**config.mk**
```make
export PLATFORM = sky130hd
export DESIGN_NAME = pipe_issue_arbiter
export DESIGN_NICKNAME = d
export VERILOG_FILES = /design/src/rtl/pipe_issue_arbiter.sv
export SDC_FILE = /design/constraint.sdc
export NUM_CORES = 1
export LEC_CHECK = 0
export ABC_AREA = 1
export CAP_MARGIN = 15
export CORE_MARGIN = 3
export CORE_UTILIZATION = 37
export DETAILED_ROUTE_END_ITERATION = 8
export PLACE_DENSITY = 0.85
export SLEW_MARGIN = 25
export SYNTH_ARGS = -nofsm -noshare
export SYNTH_HDL_FRONTEND = slang
export SYNTH_SLANG_ARGS = --single-unit
```
**constraint.sdc**
```tcl
create_clock -name clk -period 4 [get_ports clk]
set_input_delay 0.8 -clock clk [delete_from_list [all_inputs] [get_ports clk]]
set_output_delay 0.8 -clock clk [all_outputs]
set_load 0.01 [all_outputs]
```
**src/rtl/pipe_issue_arbiter.sv**
```systemverilog
// rtl/pipe_issue_arbiter.sv - round-robin issue arbiter with result tagging and halt/drain for a 4-stage pipe
module pipe_issue_arbiter #(
   parameter int         NUM_REQ   = 2,
   parameter int         ID_W      = 2,
   parameter logic [7:0] NOP_INSTR = 8'hC0
) (
   input  logic                 clk,
   input  logic                 rst,
   input  logic [NUM_REQ-1:0]   req_valid,
   input  logic [8*NUM_REQ-1:0] req_instr,
   output logic [NUM_REQ-1:0]   req_ready,
   input  logic                 halt_req,
   output logic [7:0]           pipe_instr,
   input  logic [7:0]           pipe_res,
   output logic                 rsp_valid,
   output logic [ID_W-1:0]      rsp_id,
   output logic [7:0]           rsp_data,
   output logic                 rsp_err,
   output logic [2:0]           inflight,
   output logic                 halted
);

   typedef enum logic [1:0] {
      ST_RUN    = 2'd0,
      ST_DRAIN  = 2'd1,
      ST_HALTED = 2'd2
   } state_t;

   state_t            r_state;
   state_t            w_state_nxt;
   logic [ID_W-1:0]   r_ptr;
   logic [3:0]        r_tag_v;
   logic [3:0]        r_tag_err;
   logic [ID_W-1:0]   r_tag_id [0:3];

   logic              w_arb_en;
   logic              w_fire;
   logic [ID_W-1:0]   w_grant_idx;
   logic [7:0]        w_grant_instr;
   logic              w_grant_err;

   // Requester index visited at step k of the search, starting just after the pointer
   function automatic int rr_idx(input logic [ID_W-1:0] ptr, input int k);
      int s;
      s = int'(ptr) + k;
      if (s >= NUM_REQ) begin
         s = s - NUM_REQ;
      end
      return s;
   endfunction

   assign w_arb_en = (r_state == ST_RUN);

   // Round-robin search: first valid requester after the last granted one wins
   always_comb begin
      w_fire        = 1'b0;
      w_grant_idx   = '0;
      w_grant_instr = NOP_INSTR;
      req_ready     = '0;
      if (w_arb_en) begin
         for (int k = 1; k <= NUM_REQ; k++) begin
            for (int i = 0; i < NUM_REQ; i++) begin
               if (!w_fire && (i == rr_idx(r_ptr, k)) && req_valid[i]) begin
                  w_fire        = 1'b1;
                  w_grant_idx   = ID_W'(i);
                  w_grant_instr = req_instr[8*i +: 8];
                  req_ready[i]  = 1'b1;
               end
            end
         end
      end
   end

   assign w_grant_err = w_fire && (w_grant_instr[7:6] == 2'b11);
   assign pipe_instr  = w_grant_instr;

   // Pointer remembers the last granted requester so it drops to lowest priority
   always_ff @(posedge clk or posedge rst) begin
      if (rst) begin
         r_ptr <= ID_W'(NUM_REQ - 1);
      end else if (w_fire) begin
         r_ptr <= w_grant_idx;
      end
   end

   // Tag shift register tracks each issued slot alongside the processor stages
   always_ff @(posedge clk or posedge rst) begin
      if (rst) begin
         r_tag_v   <= '0;
         r_tag_err <= '0;
         for (int k = 0; k < 4; k++) begin
            r_tag_id[k] <= '0;
         end
      end else begin
         r_tag_v   <= {r_tag_v[2:0], w_fire};
         r_tag_err <= {r_tag_err[2:0], w_grant_err};
         r_tag_id[0] <= w_fire ? w_grant_idx : '0;
         for (int k = 1; k < 4; k++) begin
            r_tag_id[k] <= r_tag_id[k-1];
         end
      end
   end

   assign rsp_valid = r_tag_v[3];
   assign rsp_id    = r_tag_id[3];
   assign rsp_err   = r_tag_err[3];
   assign rsp_data  = pipe_res;
   assign inflight  = {2'b00, r_tag_v[0]} + {2'b00, r_tag_v[1]}
                    + {2'b00, r_tag_v[2]} + {2'b00, r_tag_v[3]};
   assign halted    = (r_state == ST_HALTED);

   // FSM state register
   always_ff @(posedge clk or posedge rst) begin
      if (rst) begin
         r_state <= ST_RUN;
      end else begin
         r_state <= w_state_nxt;
      end
   end

   // FSM next state: stop issuing on halt, wait for the pipe to empty, resume on release
   always_comb begin
      w_state_nxt = r_state;
      case (r_state)
         ST_RUN: begin
            if (halt_req) begin
               w_state_nxt = ST_DRAIN;
            end
         end
         ST_DRAIN: begin
            if (inflight == 3'd0) begin
               w_state_nxt = ST_HALTED;
            end
         end
         ST_HALTED: begin
            if (!halt_req) begin
               w_state_nxt = ST_RUN;
            end
         end
         default: begin
            w_state_nxt = ST_RUN;
         end
      endcase
   end

endmodule

```
==> results_dict.tcl, run 1 <==
set metrics [dict create \
    period_share 0.792 \
    arrival_ns 2.37 \
    start_util 0.399 \
    dieHeight_um 52.5 \
    fin_skew_ns 0.00366 \
    relSlewSlack 0.645 \
    layout.cells.non_filler 148 \
    fp-row-count 16 \
    wirelength_um 1590 \
    path_clk_slew_ns 0.09 \
    r2r_end "r_state[1]$_DFFE_PP0P_" \
    clockBufferDepth 2 \
    start_kind "primary input" \
    yosysSeqAreaShare 0.471 \
    yosysWarnings 0 \
    syn-cell-area_sq_um 800 \
    cts_setup_buffers 0 \
    dp_hpwl_um 1300 \
    cpMaxStageDelayCell "clkdlybuf4s50_1" \
    r2r_slack_ns 2.16 \
    rsz0062_at_grt "false" \
    io_buffers 37 \
    worst_pin_slew_ns 0.531 \
    cp_max_fo 8 \
    dieArea_sq_mm 0.00275 \
    core_area_sq_mm 0.00200 \
    ant_nets 0 \
    slew_violations 0 \
    ys_types 19 \
    htreeDepth 1 \
    cp-end-kind "primary output" \
    hold_buffers 0 \
    cts_tree "built" \
    diodes 0 \
    synthesis.nets 122 \
    grt_pass1_vias 702 \
    finalSetupTns_ns 0 \
    leakage_nw 0.576 \
    whs_path_depth 0 \
    clk_latency_ns 0.28 \
    grt_pass1_wl_um 2760 \
    hold_path_end "r_tag_id[2]$_DFF_PP0_" \
    area_delta_synth_final_pct 44.6 \
    setup_viol 0 \
    die_x_um 52.5 \
    rr_worst_depth 8 \
    cp.required_ns 3.20 \
    syn_inst 90 \
    track_usage 0.142 \
    r2r_start "r_tag_v[3]$_DFF_PP0_" \
    cts_resized 0 \
    min_from "r_tag_id[4]$_DFF_PP0_" \
    cts_num_sinks 15 \
    crit_path_max_incr_delay_ns 0.54 \
    grt-ovfl-total 0 \
    drt-initial-drc-count 4 \
    finalHoldViolCount 0 \
    routedWlPerCell_um 10.8 \
    vdd.ir_drop.worst_v 0.000396 \
    dp_cells 144 \
    status "finished clean" \
    crit_top_cell "nand2_1" \
    crit_chain "clkdlybuf4s50_1 -> nand2_1 -> nand2_2 -> nor2_8 -> nand2_1 -> nand2_1 -> clkdlybuf4s50_1" \
    nets 154 \
    grt_antenna_before_repair 0 \
    power_density_mw_per_mm2 689 \
    synth-seq-cells 15 \
    max_freq_ghz 0.315 \
    gp_congestion 0.724 \
    via_per_inst 4.33 \
    cts_buffers 3 \
    drc 0 \
    holdCritPathClass "register to register" \
    grt_max_degree 16 \
    fillers 177 \
    syn_avg_cell_area_sq_um 8.88 \
    drv_cap 0 \
    vias 641 \
    worstSetupPathType "primary input to primary output" \
    drive_above_1_share 0.107 \
    clock-root-buffer "clkbuf_4" \
    fin_crit_ns 3.17 \
    drtPass1Iterations 3 \
    ios 55 \
]
==> routing by layer <==
| layer | track usage | share of wire |
|---|---|---|
| met1 | 0.135 | 0.37 |
| met2 | 0.233 | 0.48 |
| met3 | 0.0798 | 0.13 |
| met4 | 0.0851 | 0.019 |
| met5 | 0 | 0 |
==> report_power, final <==
part	total [mW]	switching, mW	internal, mW
Combinational	0.464	0.229	0.234
Sequential	0.250	0.0304	0.219
Clock	0.0834	0.0463	0.0371
Total	0.797	0.306	0.491
==> worst max-delay path: cells and delay by family <==
family / cells / cell delay, ns
buffers and inverters: 2 / 1.01
and+or+nand+nor: 5 / 0.56
==> final cells by class <==
class,instances,area [sq um],share of cell area
clock inverters,1,5.00,0.00433
inverters,15,58.8,0.0509
flip-flops and latches,15,377,0.326
repair buffers,37,370,0.320
well taps,27,33.8,0.0292
clock buffers,3,22.5,0.0195
multi-input cells,50,289,0.250
==> cell usage in the layout, fill, tap and decap left out, drive strengths merged <==
master | Yosys | routed
clkdlybuf4s50 | 0 | 37
nand2 | 29 | 29
inv | 15 | 15
dfrtp | 14 | 14
nor2 | 9 | 9
nand4 | 3 | 3
clkbuf | 0 | 3
nand3 | 2 | 2
ha | 2 | 2
and2 | 1 | 1
o21ai | 1 | 1
o22ai | 1 | 1
fa | 1 | 1
conb | 1 | 1
clkinv | 0 | 1
dfstp | 1 | 1
==> state kept, by name, summed over array words and instances (netlist names) <==
signal     flops
r_tag_err      4
r_ptr          1
r_state        2
rsp_id         1
r_tag_id       3
r_tag_v        4
==> kinds of logic (layout without fill, tap and decap cells) <==
| logic type | Yosys count | count (layout) | share of synthesized area |
|---|---|---|---|
| buffers and inverters | 25 | 56 | 0.167 |
| adders and majority gates | 3 | 3 | 0.0563 |
| other | 1 | 1 | 0.00469 |
| DFF | 15 | 15 | 0.471 |
| and+or+nand+nor | 44 | 44 | 0.286 |
| AOI/OAI and AO/OA | 2 | 2 | 0.0141 |
==> worst max path at each step <==
stage / start / end / slack [ns] / depth (start not counted)
CTS: req_valid[0] / pipe_instr[4] / 0.81 / 7
floorplan: r_tag_v[3]$_DFF_PP0_ / inflight[1] / 1.72 / 5
global placement: req_valid[0] / pipe_instr[5] / 0.88 / 7
detailed placement: req_valid[0] / pipe_instr[4] / 0.82 / 7
finish: req_valid[0] / pipe_instr[4] / 0.83 / 7
global route: req_valid[1] / pipe_instr[3] / 0.72 / 7
==> per-stage QoR <==
step | cell area [sq um] | utilization | total power [mW] | hold slack (ns) | worst slack [ns]
after floorplan | 800 | - | 0.516 | 0.331 | 1.72
after detailed placement | 1130 | 0.564 | 0.719 | 0.336 | 0.821
final | 1160 | 0.578 | 0.797 | 0.354 | 0.830
after global routing | 1160 | 0.578 | 0.871 | 0.359 | 0.718
after global placement | 1130 | 0.564 | 0.706 | 0.332 | 0.879
after CTS | 1160 | 0.578 | 0.811 | 0.357 | 0.808
==> Yosys cell counts <==
cell type  instances  area (sq um)
and2_1             1          6.26
buf_4             10          75.1
conb_1             1          3.75
dfrtp_1           14           350
dfstp_2            1          26.3
fa_1               1          20.0
ha_1               2          25.0
inv_1             14          52.6
inv_4              1          6.26
nand2_1           26          97.6
nand2_2            2          12.5
nand2_4            1          11.3
nand3_1            2          10.0
nand4_1            3          18.8
nor2_1             5          18.8
nor2_4             3          33.8
nor2_8             1          20.0
o21ai_0            1          5.00
o22ai_1            1          6.26
No activity file was read; power rests on OpenSTA's default activity.
==> run 2, diff against run 1 <==
- CORE_UTILIZATION: 37 -> 34
- PLACE_DENSITY: 0.85 -> 0.79
- clock period: 4 -> 3.17 ns (I/O delays scaled with it)
==> run 2 against run 1 <==
Against the previous run: flip-flop and latch count stayed put; utilization is 2.3 points lower; design area is 0.11% lower; sequential share of layout area hardly changed; first-iteration DRC count is 50% lower; routed wire length is 0.25% higher; worst setup slack worse by 0.54 ns; cell count stayed put; die area is 7.8% higher; hold slack worse by 0.0033 ns; combinational power is 25% higher; non-clock buffer count stayed put; largest power group unchanged.
==> results_dict.tcl, run 2 (synthesized netlist as in run 1, its figures left out) <==
set metrics [dict create \
    crit_chain "inv_1 -> fa_1 -> inv_1 -> ha_1 -> ha_1 -> clkdlybuf4s50_1" \
    regArea_sq_um 377 \
    stdcell_area_sq_mm 0.00115 \
    gp_congestion 0.795 \
    final_cell_mix "clkdlybuf4s50_1, nand2_1, inv_1, dfrtp_1, nor2_1" \
    area_delta_synth_final_pct 44.4 \
    worstSetupStartpoint "r_tag_v[3]$_DFF_PP0_" \
    vdd.ir_drop.worst_v 0.000561 \
    grt_pass1_vias 655 \
    dieHeight_um 54.5 \
    cts_resized 0 \
    worst-path-stages 6 \
    cts_buffers 3 \
    holdCritPathClass "register to register" \
    worst_pin_slew_ns 0.529 \
    dieArea_sq_mm 0.00297 \
    finalSetupTns_ns 0 \
    r2r_start "r_tag_v[3]$_DFF_PP0_" \
    nets 154 \
    core_area_sq_mm 0.00208 \
    slew_violations 0 \
    grt_antenna_before_repair 0 \
    htreeDepth 1 \
    clk_latency_ns 0.28 \
    cpMaxStageDelayCell "clkdlybuf4s50_1" \
    vias 651 \
    max_freq_ghz 0.347 \
    fillers 200 \
    period_share 0.909 \
    clockBufferDepth 2 \
    diodes 0 \
    r2r_end "r_state[1]$_DFFE_PP0P_" \
    relSlewSlack 0.647 \
    fp-row-count 16 \
    grt-ovfl-total 0 \
    endpoint "inflight[1]" \
    start_kind "register" \
    largestRegisters "r_tag_err: 4 flops, r_tag_v: 4 flops, r_tag_id: 3 flops" \
    globalRoute.busiestLayer "met2" \
    worstSetupPathType "register to primary output" \
    power_density_mw_per_mm2 867 \
    io_buffers 37 \
    grt_max_degree 16 \
    rsz0062_at_grt "false" \
    drive_above_1_share 0.0992 \
    cts_setup_buffers 0 \
    multiInputGateArea_sq_um 289 \
    gr-usage-met1 0.0998 \
    setup_viol 0 \
    dp_hpwl_um 1310 \
    grt_pass1_wl_um 2540 \
    ios 55 \
    path_clk_slew_ns 0.08 \
    arrival_ns 2.25 \
    hold_buffers 0 \
    track_usage 0.129 \
    clock-root-buffer "clkbuf_4" \
    ant_nets 0 \
    wirelength_um 1600 \
    cts_num_sinks 15 \
    cp-end-kind "primary output" \
    fin_skew_ns 0.00534 \
    fin_crit_ns 2.88 \
    routedWlPerCell_um 10.8 \
    drc 0 \
    status "finished clean" \
    placed_cell_area_sq_mm 0.00113 \
    mostFrequentLayoutCell "clkdlybuf4s50_1" \
    r2r_slack_ns 1.37 \
    die_x_um 54.5 \
    leakage_nw 0.573 \
    start_util 0.384 \
    grt.met3_usage 0.0817 \
    cts_tree "built" \
    crit_path_max_incr_delay_ns 0.53 \
    finalHoldViolCount 0 \
    cp_top_family "adder cells" \
    use_met2 0.227 \
    drt-initial-drc-count 2 \
    drtPass1Iterations 4 \
    rr_worst_depth 8 \
    cp_max_fo 2 \
    crit_buf_inv 3 \
    via_per_inst 4.40 \
    cp.required_ns 2.54 \
    drv_cap 0 \
]
-- run 2: metrics by stage --
step                utilization  power [mW]  worst slack (ns)  hold WS (ns)  cells
floorplan                     -       0.651              1.05         0.331     90
global placement          0.542       0.894             0.368         0.332    144
detailed placement        0.542       0.908             0.330         0.336    144
CTS                       0.555        1.02             0.256         0.354    148
global route              0.555        1.09             0.197         0.361    148
finish                    0.555        1.00             0.287         0.350    148
-- run 2: routing by layer --
layer	share of wire	wire length (um)
met5	0	0
met4	0.024	38
met3	0.15	241
met2	0.50	795
met1	0.33	521
-- run 2: worst min path at each step --
stage                                        end  slack [ns]  depth (start not counted)                    from
after floorplan           r_tag_err[1]$_DFF_PP0_        0.33                          0  r_tag_err[0]$_DFF_PP0_
after global placement     r_tag_id[4]$_DFF_PP0_        0.33                          0   r_tag_id[6]$_DFF_PP0_
after detailed placement   r_tag_id[2]$_DFF_PP0_        0.34                          0   r_tag_id[4]$_DFF_PP0_
after CTS                  r_tag_id[2]$_DFF_PP0_        0.35                          0   r_tag_id[4]$_DFF_PP0_
after global routing      r_tag_err[2]$_DFF_PP0_        0.36                          0  r_tag_err[1]$_DFF_PP0_
final                      r_tag_id[2]$_DFF_PP0_        0.35                          0   r_tag_id[4]$_DFF_PP0_
-- run 2: area by class of cell --
| cell class | count | area share |
|---|---|---|
| clock buffer | 4 | 0.0228 |
| sequential | 15 | 0.326 |
| timing repair buffer | 37 | 0.321 |
| multi-input combinational | 50 | 0.250 |
| inverter | 15 | 0.0509 |
| tap | 27 | 0.0293 |
-- run 2: report_power, final --
part | switching [mW] | internal [mW]
registers | 0.0395 | 0.277
logic | 0.285 | 0.294
clock network | 0.0566 | 0.0489
==> run 3, diff against run 2 <==
- SLEW_MARGIN: 25 -> 20
==> results of run 3 <==
Final layout, timing and power as in run 2 (identical DEF).
